<file path="src/rtl/pwm_cfg_pkg.sv">
// Shared types and constants for the PWM configuration loader.
// PWM_CFG_CHECKSUM_EN selects the 5-byte checksummed frame; otherwise the frame is 4 bytes.
package pwm_cfg_pkg;

  typedef enum logic [2:0] {
    StIdle,
    StGotHdr,
    StGotSet,
    StGotClr,
    StGotRld
  } cfg_state_e;

  typedef struct packed {
    logic [7:0] set_thr;
    logic [7:0] clr_thr;
    logic [7:0] reload;
  } pwm_cfg_t;

  localparam logic [7:0] HDR_BYTE = 8'hA5;

  localparam int unsigned FRAME_LEN_CHK   = 5;
  localparam int unsigned FRAME_LEN_NOCHK = 4;

`ifdef PWM_CFG_CHECKSUM_EN
  localparam int unsigned FRAME_LEN = FRAME_LEN_CHK;
`else
  localparam int unsigned FRAME_LEN = FRAME_LEN_NOCHK;
`endif

  // State that waits for the final byte; its encoding equals the number of bytes already taken.
  localparam cfg_state_e LAST_STATE = cfg_state_e'(FRAME_LEN - 1);

  function automatic logic [7:0] frame_chk(input logic [7:0] set_thr,
                                           input logic [7:0] clr_thr,
                                           input logic [7:0] reload);
    return set_thr ^ clr_thr ^ reload;
  endfunction

endpackage

</file>
<file path="src/rtl/pwm_cfg_timeout.sv">
// Inter-byte idle counter: counts cycles that could have carried a byte but did not.
// Emits a single-cycle expired pulse when the count reaches TIMEOUT_CYC.
module pwm_cfg_timeout #(
  parameter int unsigned TIMEOUT_CYC = 255
) (
  input  logic clk,
  input  logic res_i,
  input  logic run,
  input  logic clear,
  input  logic freeze,
  output logic expired
);

  localparam logic [7:0] TermCnt = 8'(TIMEOUT_CYC - 1);

  logic [7:0] cnt_q, cnt_d;
  logic       idle_cyc;

  always_comb begin
    idle_cyc = run && !clear && !freeze;
    // Fires on the edge that would make the count equal TIMEOUT_CYC.
    expired  = idle_cyc && (cnt_q == TermCnt);
    cnt_d    = cnt_q;
    if (!run || clear || expired) begin
      cnt_d = 8'd0;
    end else if (idle_cyc) begin
      cnt_d = cnt_q + 8'd1;
    end
  end

  always_ff @(posedge clk) begin
    if (res_i) begin
      cnt_q <= 8'd0;
    end else begin
      cnt_q <= cnt_d;
    end
  end

endmodule

</file>
<file path="src/rtl/pwm_cfg_loader.sv">
// Byte-serial config front end: frames land in shadow registers, commit at a PWM period end.
// Define PWM_CFG_CHECKSUM_EN for the 5-byte frame with checksum check.
module pwm_cfg_loader
  import pwm_cfg_pkg::*;
#(
  parameter logic [7:0]  RST_SET     = 8'h00,
  parameter logic [7:0]  RST_CLR     = 8'h80,
  parameter logic [7:0]  RST_RELOAD  = 8'hFF,
  parameter int unsigned TIMEOUT_CYC = 255
) (
  input  logic       clk,
  input  logic       res_i,
  input  logic [7:0] rx_data_i,
  input  logic       rx_valid_i,
  output logic       rx_ready_o,
  input  logic       period_end_i,
  output logic [7:0] set_thres_o,
  output logic [7:0] clr_thres_o,
  output logic [7:0] reload_o,
  output logic       pending_o,
  output logic       err_o
);

  localparam pwm_cfg_t RstCfg = '{set_thr: RST_SET, clr_thr: RST_CLR, reload: RST_RELOAD};

  cfg_state_e state_q, state_d;
  pwm_cfg_t   frame_q, frame_d;
  pwm_cfg_t   shadow_q, shadow_d;
  pwm_cfg_t   active_q, active_d;
  logic       pending_q, pending_d;
  logic       err_q, err_d;
  logic       accept;
  logic       tmo_expired;

  // Hold off the final byte while the previous frame is still uncommitted.
  assign rx_ready_o = !((state_q == LAST_STATE) && pending_q);
  assign accept     = rx_valid_i && rx_ready_o;

  pwm_cfg_timeout #(
    .TIMEOUT_CYC(TIMEOUT_CYC)
  ) u_timeout (
    .clk    (clk),
    .res_i  (res_i),
    .run    (state_q != StIdle),
    .clear  (accept),
    .freeze (!rx_ready_o),
    .expired(tmo_expired)
  );

  always_comb begin
    state_d   = state_q;
    frame_d   = frame_q;
    shadow_d  = shadow_q;
    active_d  = active_q;
    pending_d = pending_q;
    err_d     = 1'b0;

    if (tmo_expired) begin
      state_d = StIdle;
      frame_d = '0;
      err_d   = 1'b1;
    end else if (accept) begin
      unique case (state_q)
        StIdle: begin
          if (rx_data_i == HDR_BYTE) begin
            state_d = StGotHdr;
          end
        end
        StGotHdr: begin
          frame_d.set_thr = rx_data_i;
          state_d         = StGotSet;
        end
        StGotSet: begin
          frame_d.clr_thr = rx_data_i;
          state_d         = StGotClr;
        end
`ifdef PWM_CFG_CHECKSUM_EN
        StGotClr: begin
          frame_d.reload = rx_data_i;
          state_d        = StGotRld;
        end
        StGotRld: begin
          if (rx_data_i == frame_chk(frame_q.set_thr, frame_q.clr_thr, frame_q.reload)) begin
            shadow_d  = frame_q;
            pending_d = 1'b1;
          end else begin
            err_d = 1'b1;
          end
          state_d = StIdle;
        end
`else
        StGotClr: begin
          frame_d.reload = rx_data_i;
          shadow_d       = '{set_thr: frame_q.set_thr, clr_thr: frame_q.clr_thr,
                             reload: rx_data_i};
          pending_d      = 1'b1;
          state_d        = StIdle;
        end
        StGotRld: begin
          state_d = StIdle;
        end
`endif
        default: begin
          state_d = StIdle;
        end
      endcase
    end

    // Never coincides with a final-byte accept: ready is low whenever pending is set there.
    if (period_end_i && pending_q) begin
      active_d  = shadow_q;
      pending_d = 1'b0;
    end
  end

  always_ff @(posedge clk) begin
    if (res_i) begin
      state_q   <= StIdle;
      frame_q   <= '0;
      shadow_q  <= RstCfg;
      active_q  <= RstCfg;
      pending_q <= 1'b0;
      err_q     <= 1'b0;
    end else begin
      state_q   <= state_d;
      frame_q   <= frame_d;
      shadow_q  <= shadow_d;
      active_q  <= active_d;
      pending_q <= pending_d;
      err_q     <= err_d;
    end
  end

  assign set_thres_o = active_q.set_thr;
  assign clr_thres_o = active_q.clr_thr;
  assign reload_o    = active_q.reload;
  assign pending_o   = pending_q;
  assign err_o       = err_q;

endmodule

</file>
<file path="config.mk">
export PLATFORM = sky130hd
export DESIGN_NAME = pwm_cfg_loader
export DESIGN_NICKNAME = d
export VERILOG_FILES = /design/src/rtl/pwm_cfg_pkg.sv /design/src/rtl/pwm_cfg_timeout.sv /design/src/rtl/pwm_cfg_loader.sv
export SDC_FILE = /design/constraint.sdc
export NUM_CORES = 1
export LEC_CHECK = 0
export BUFFER_PORTS_ARGS = -buffer_cell sky130_fd_sc_hd__buf_4
export CAP_MARGIN = 5
export CORE_ASPECT_RATIO = 1.75
export CORE_MARGIN = 2
export CORE_UTILIZATION = 39
export DETAILED_ROUTE_END_ITERATION = 12
export GPL_ROUTABILITY_DRIVEN = 1
export PLACE_DENSITY = 0.54
export SYNTH_ARGS = -nofsm -noshare
export SYNTH_HDL_FRONTEND = slang
export SYNTH_HIERARCHICAL = 1
export SYNTH_SLANG_ARGS = --single-unit
</file>
<file path="constraint.sdc">
create_clock -name clk -period 3.18 [get_ports clk]
set_input_delay 0.477 -clock clk [delete_from_list [all_inputs] [get_ports clk]]
set_output_delay 0.477 -clock clk [all_outputs]
set_load 0.05 [all_outputs]
</file>
==> results.py, run 1 <==
metrics = {
    "floorplan": {
        "start_util_pct": 40.4,
        "design.core.area_um2": 7570,
        "die_h_um": 121,
        "ioPinCount": 39,
        "dieArea_um2": 8600,
        "num_rows": 42,
        "fp.dieW_um": 71.0,
    },
    "critical_path": {
        "startpoint_type": "flip-flop",
        "cpMostUsedCell": "nand2_1",
        "critPathKind": "reg -> reg",
        "worstPathCellList": "ha_1 -> and2_1 -> nor3b_4 -> nand2_1 -> nor3_1 -> and4bb_1 -> nand2_1 -> a21oi_2",
        "required_ns": 3.37,
        "cp_max_fo": 25,
        "arrival_ns": 2.83,
        "end_kind": "flip-flop",
        "slowest_delay_ns": 0.55,
        "cp_slowest_cell": "and4bb_1",
    },
    "min_path": {
        "min_path_type": "in -> reg",
    },
    "synthesis": {
        "syn-cell-area_um2": 3060,
        "synthCells": 359,
        "yosysTopAreaCell": "dfxtp_1",
        "synth-seq-cells": 76,
        "yosysWarnings": 6,
        "synth_area_leaders": "dfxtp_1 50%, nand2_1 15%, a21oi_1 5.7%",
        "postSynthAreaPerCell_um2": 8.52,
        "syn_nets": 377,
        "yosys.area.top_type_share_pct": 49.7,
        "ys_seq_area_share_pct": 49.7,
        "post_synth_num_cell_types": 35,
    },
    "power": {
        "p_leak_nw": 1.36,
        "finalPower_w": 0.00197,
        "ir_drop_mv": 0.258,
        "pwr_density_cell_nw_per_um2": 545,
    },
    "clock_network": {
        "cts_root_buf": "clkbuf_16",
        "tritoncts": "yes",
        "post-cts-setup-buffer-count": 0,
        "ctsHoldBuffers": 0,
        "clock-sinks": 76,
        "htreeDepth": 3,
        "cts_made_buffers": 9,
        "cts_buffer_depth": 2,
        "clkLatencyLatePin_ns": 0.33,
        "clk_pin_slew_ns": 0.06,
        "ctsResizeCount": 0,
    },
    "timing": {
        "fin_tns_setup_ns": 0,
        "max_freq_ghz": 0.379,
        "slew_violations": 0,
        "period_share_pct": 83.0,
        "rsz0062_at_grt": "no",
        "setup_viol_count_final": 0,
        "timing.final.ws_setup_ns": 0.539,
        "tightest_slew_ns": 0.878,
        "finalHoldViolCount": 0,
        "skew_ns": 0.00545,
        "max-slew-margin-rel_pct": 41.5,
        "final.min_clock_period_ns": 2.64,
    },
    "placed_design": {
        "gp_congestion": 0.798,
        "pre_cts_ws_ns": 0.512,
        "io_buffers": 38,
        "hpwl_mm": 4.20,
    },
    "global_routing": {
        "met3_usage_pct": 3.41,
        "grt_pass1_wl_mm": 10.4,
        "antenna_found_initial": 0,
        "grt_pass1_vias": 2173,
        "busiest_layer": "met2",
        "grt_max_degree": 54,
        "grt.met1_usage_pct": 18.4,
        "gr-total-overflow": 0,
        "met2_usage_pct": 25.5,
        "grt.total_usage_pct": 15.4,
    },
    "detailed_routing": {
        "avgViaCountPerCell": 4.85,
        "drt_iter0_drc": 109,
        "vias": 2334,
        "wl_mm": 6.09,
        "drc": 0,
        "ant_nets": 0,
        "wl_per_cell_um": 12.7,
        "dr.pass1.iters": 4,
    },
    "final_layout": {
        "synthToLayoutAreaGrowth_pct": 18.1,
        "final_cell_mix": "121 x nand2_1, 76 x dfxtp_1, 41 x buf_4, 35 x a21oi_1, 20 x nand3_1",
        "layout_commonest_cell": "nand2_1",
        "n_antenna_cell": 0,
        "final_nets": 406,
        "drive_gt1_share_pct": 18.1,
    },
    "run": {
        "max_cap_viol_count": 0,
    },
    "outcome": {
        "status": "completed",
    },
}
## through the flow
stage	instances	util, %	hold WS [ns]	cell area, µm²
2_1_floorplan	359	-	0.432	3060
3_3_place_gp	465	44.0	0.440	3330
3_5_place_dp	465	44.0	0.446	3330
4_1_cts	481	47.7	0.402	3610
5_1_grt	481	47.7	0.413	3610
6_report	481	47.7	0.412	3610
## worst max-delay path, delay by kind of cell, from the launching register on
family | cells | cell delay, ns
compound gates | 1 | 0.06
fa+ha+maj | 1 | 0.26
flops | 1 | 0.33
simple gates | 6 | 1.84
## registers in the layout (all words and copies together), names as in the netlist
name,count
err_o,1
pending_o,1
clr_thres_o,8
reload_o,8
frame_q,16
set_thres_o,8
u_timeout/cnt_q,8
state_q,2
shadow_q,24
## final cells by class
| cell class | instances | area [µm²] |
|---|---|---|
| Timing Repair Buffer | 41 | 308 |
| Sequential cell | 76 | 1520 |
| Fill cell | 788 | 3960 |
| Tap cell | 88 | 110 |
| Clock inverter | 5 | 52.6 |
| Multi-Input combinational cell | 255 | 1370 |
| Clock buffer | 11 | 233 |
| Inverter | 5 | 18.8 |
## cells in the mapped netlist (all sizes together)
master,n
nand3b,18
xor2,5
nor3b,2
xnor2,2
and3,1
o41ai,1
nand4,1
dfxtp,76
and4b,1
a211oi,1
buf,17
and2,4
nor3,2
nand2,123
clkbuf,6
a21boi,1
o21ai,2
nand3,20
inv,5
nor2b,1
nand4bb,3
and4bb,1
ha,6
nor2,11
or2,1
a21oi,46
mux2i,2
## report_power, final
| part | switching [W] | total (W) | internal [W] |
|---|---|---|---|
| clock | 0.000367 | 0.000970 | 0.000603 |
| combinational | 0.0000296 | 0.0000459 | 0.0000162 |
| sequential | 0.000000155 | 0.000953 | 0.000953 |
| total | 0.000397 | 0.00197 | 0.00157 |
## logic make-up (layout without fill, tap and decap cells)
logic type / Yosys count / count (layout) / share of synthesized area [%]
adders and majority gates: 6 / 6 / 2.45
muxes: 2 / 2 / 0.654
buffers and inverters: 28 / 62 / 5.52
AOI/OAI and AO/OA: 51 / 51 / 10.6
and+or+nand+nor: 189 / 189 / 29.0
DFF: 76 / 76 / 49.7
xor gates and xnor gates: 7 / 7 / 2.00
## routing by layer
layer	up-vias	wire length, µm	share of wire (%)
li1	1240	-	-
met1	1035	2740	45
met2	50	2960	49
met3	9	283	4.7
met4	0	100	1.6
met5	-	0	0
## worst paths after layout
path	from	to	slack (ns)	cells after the start
max	state_q[0]	shadow_q[16]	0.54	8
min	rx_data_i[6]	shadow_q[6]	0.41	3
max reg2reg	state_q[0]	shadow_q[16]	0.54	8
min reg2reg	clr_thres_o[5]	clr_thres_o[5]	0.45	2
(Power assumes the default switching activity.)
==> run 2: changes to the inputs <==
--- a/config.mk
+++ b/config.mk
@@ -12,7 +12,7 @@
 export CORE_UTILIZATION = 39
 export DETAILED_ROUTE_END_ITERATION = 12
 export GPL_ROUTABILITY_DRIVEN = 1
-export PLACE_DENSITY = 0.54
+export PLACE_DENSITY = 0.57
 export SYNTH_ARGS = -nofsm -noshare
 export SYNTH_HDL_FRONTEND = slang
 export SYNTH_HIERARCHICAL = 1
==> constraint.sdc (replaced) <==
create_clock -name clk -period 2.3 [get_ports clk]
set_input_delay 0.345 -clock clk [delete_from_list [all_inputs] [get_ports clk]]
set_output_delay 0.345 -clock clk [all_outputs]
set_load 0.05 [all_outputs]
==> run 2 against run 1 <==
  * Highest routed layer unchanged
  * Final cell count up 0.83%
  * Largest power group unchanged
  * Register-to-register slack worse by 0.29 ns
  * Non-clock buffer count up 6
  * Clock-buffer cell count up 1
  * First-iteration DRC count down 6.4%
  * Largest cell class unchanged
  * Sequential power up 39%
  * Flip-flop and latch count unchanged
==> results.py, run 2 (synthesis gave the netlist of run 1 again) <==
metrics = {
    "outcome": {
        "status": "completed",
    },
    "floorplan": {
        "start_util_pct": 40.4,
        "design.core.area_um2": 7570,
        "fp.dieW_um": 71.0,
        "num_rows": 42,
        "ioPinCount": 39,
        "die_h_um": 121,
        "dieArea_um2": 8600,
    },
    "global_routing": {
        "grt_max_degree": 54,
        "antenna_found_initial": 0,
        "grt_pass1_wl_mm": 10.7,
        "gr-total-overflow": 0,
        "grt.total_usage_pct": 15.7,
        "grt_pass1_vias": 2265,
    },
    "power": {
        "p_int_w": 0.00223,
        "p_comb_share_pct": 2.3,
        "p_leak_nw": 1.40,
        "pwr_density_cell_nw_per_um2": 748,
        "ir_drop_mv": 0.452,
        "power_frac_clock_pct": 49.8,
        "swShare_pct": 19.2,
        "power_frac_seq_pct": 47.8,
        "finalPower_w": 0.00276,
        "switchingPower_w": 0.000529,
    },
    "min_path": {
        "min_path_cells": 3,
        "min_to": "shadow_q[7]",
        "min_path_type": "in -> reg",
        "min_from": "rx_data_i[7]",
    },
    "final_layout": {
        "final_nets": 412,
        "drive_gt1_share_pct": 19.6,
        "reg_top3": "shadow_q (24), frame_q (16)",
        "final_cell_mix": "121 x nand2_1, 75 x dfxtp_1, 46 x buf_4, 35 x a21oi_1, 20 x nand3_1",
        "n_antenna_cell": 0,
        "synthToLayoutAreaGrowth_pct": 20.4,
        "layout_commonest_cell": "nand2_1",
        "stdcell_count": 485,
        "largest_reg_flops": 24,
        "regMostFlops": "shadow_q",
    },
    "critical_path": {
        "cpMostUsedCell": "nand2_1",
        "worstReg2RegStart": "state_q[0]",
        "startpoint_type": "flip-flop",
        "cp_max_fo": 14,
        "r2r_end": "shadow_q[9]",
        "ff2ff_path_depth": 9,
        "cp_slowest_cell": "dfxtp_1",
        "slowest_delay_ns": 0.34,
        "r2r_setup_slack_ns": 0.25,
        "critPathKind": "reg -> reg",
        "arrival_ns": 2.31,
        "required_ns": 2.56,
        "end_kind": "flip-flop",
        "worstPathCellList": "ha_1 -> and2_1 -> nor3b_4 -> nand2_1 -> nor3_2 -> nand4bb_1 -> buf_4 -> nand2_1 -> a21oi_2",
    },
    "placed_design": {
        "io_buffers": 38,
        "pre_cts_ws_ns": 0.183,
        "hpwl_mm": 4.36,
        "dp.cells": 471,
        "gp_congestion": 0.822,
    },
    "clock_network": {
        "clock-sinks": 76,
        "clkLatencyLatePin_ns": 0.32,
        "tritoncts": "yes",
        "clk_pin_slew_ns": 0.05,
        "htreeDepth": 3,
        "cts_buffer_depth": 2,
        "ctsHoldBuffers": 0,
        "cts_root_buf": "clkbuf_16",
        "cts_made_buffers": 9,
        "post-cts-setup-buffer-count": 0,
    },
    "timing": {
        "fin_hold_ws_ns": 0.281,
        "fin_tns_setup_ns": 0,
        "skew_ns": 0.00289,
        "final.min_clock_period_ns": 2.05,
        "max-slew-margin-rel_pct": 62.4,
        "max_freq_ghz": 0.488,
        "finalHoldViolCount": 0,
        "timing.final.ws_setup_ns": 0.250,
        "tightest_slew_ns": 0.562,
        "setup_viol_count_final": 0,
        "slew_violations": 0,
        "period_share_pct": 89.1,
        "rsz0062_at_grt": "no",
    },
    "detailed_routing": {
        "drt_iter0_drc": 102,
        "vias": 2410,
        "wl_per_cell_um": 12.7,
        "dr.pass1.iters": 6,
        "avgViaCountPerCell": 4.97,
        "drc": 0,
        "wl_mm": 6.15,
        "ant_nets": 0,
    },
    "run": {
        "max_cap_viol_count": 0,
    },
}
[run 2: worst max-delay path: cells and delay by family (launching register included)]
kind	cells	cell delay, ns
AOI/OAI and AO/OA	1	0.12
and+or+nand+nor	6	1.03
DFF	1	0.34
buffers and inverters	1	0.22
adders and majority gates	1	0.26
[run 2: layout make-up]
cell class / count / area [µm²]
fill: 799 / 3880
sequential: 76 / 1520
multi-input combinational: 255 / 1370
timing repair buffer: 47 / 365
clock buffer: 12 / 256
tap: 88 / 110
clock inverter: 2 / 35.0
inverter: 5 / 18.8
[run 2: per-layer routing]
layer  wire length [µm]  global-route usage (%)
met3                232                    4.15
met2               3020                    25.9
met4                178                    7.43
met1               2720                    18.7
met5                  0                       0
[run 2: how the worst max path moves through the flow]
stage / from / end
final: state_q[0] / shadow_q[9]
after floorplan: state_q[0] / shadow_q[10]
after global routing: state_q[0] / shadow_q[18]
after detailed placement: state_q[0] / shadow_q[9]
after CTS: state_q[0] / shadow_q[9]
after global placement: state_q[0] / shadow_q[9]
[run 2: power by group through the flow]
stage / sequential (W) / clock [W] / combinational, W
after CTS: 0.00132 / 0.00141 / 0.0000655
after global routing: 0.00132 / 0.00147 / 0.0000702
after detailed placement: 0.00135 / 0 / 0.0000652
after global placement: 0.00135 / 0 / 0.0000655
final: 0.00132 / 0.00137 / 0.0000646
after floorplan: 0.00135 / 0 / 0.0000367
[run 2: per-stage QoR]
stage               util, %  instance area (µm²)
global route           48.7                 3680
detailed placement     44.7                 3390
CTS                    48.6                 3680
global placement       44.7                 3390
floorplan                 -                 3060
finish                 48.7                 3680
[run 2: repair_timing]
action                                 in CTS  in global routing
resized for setup                           0                  1
setup endpoints to repair                   0                 25
endpoints found under the hold margin       0                  0
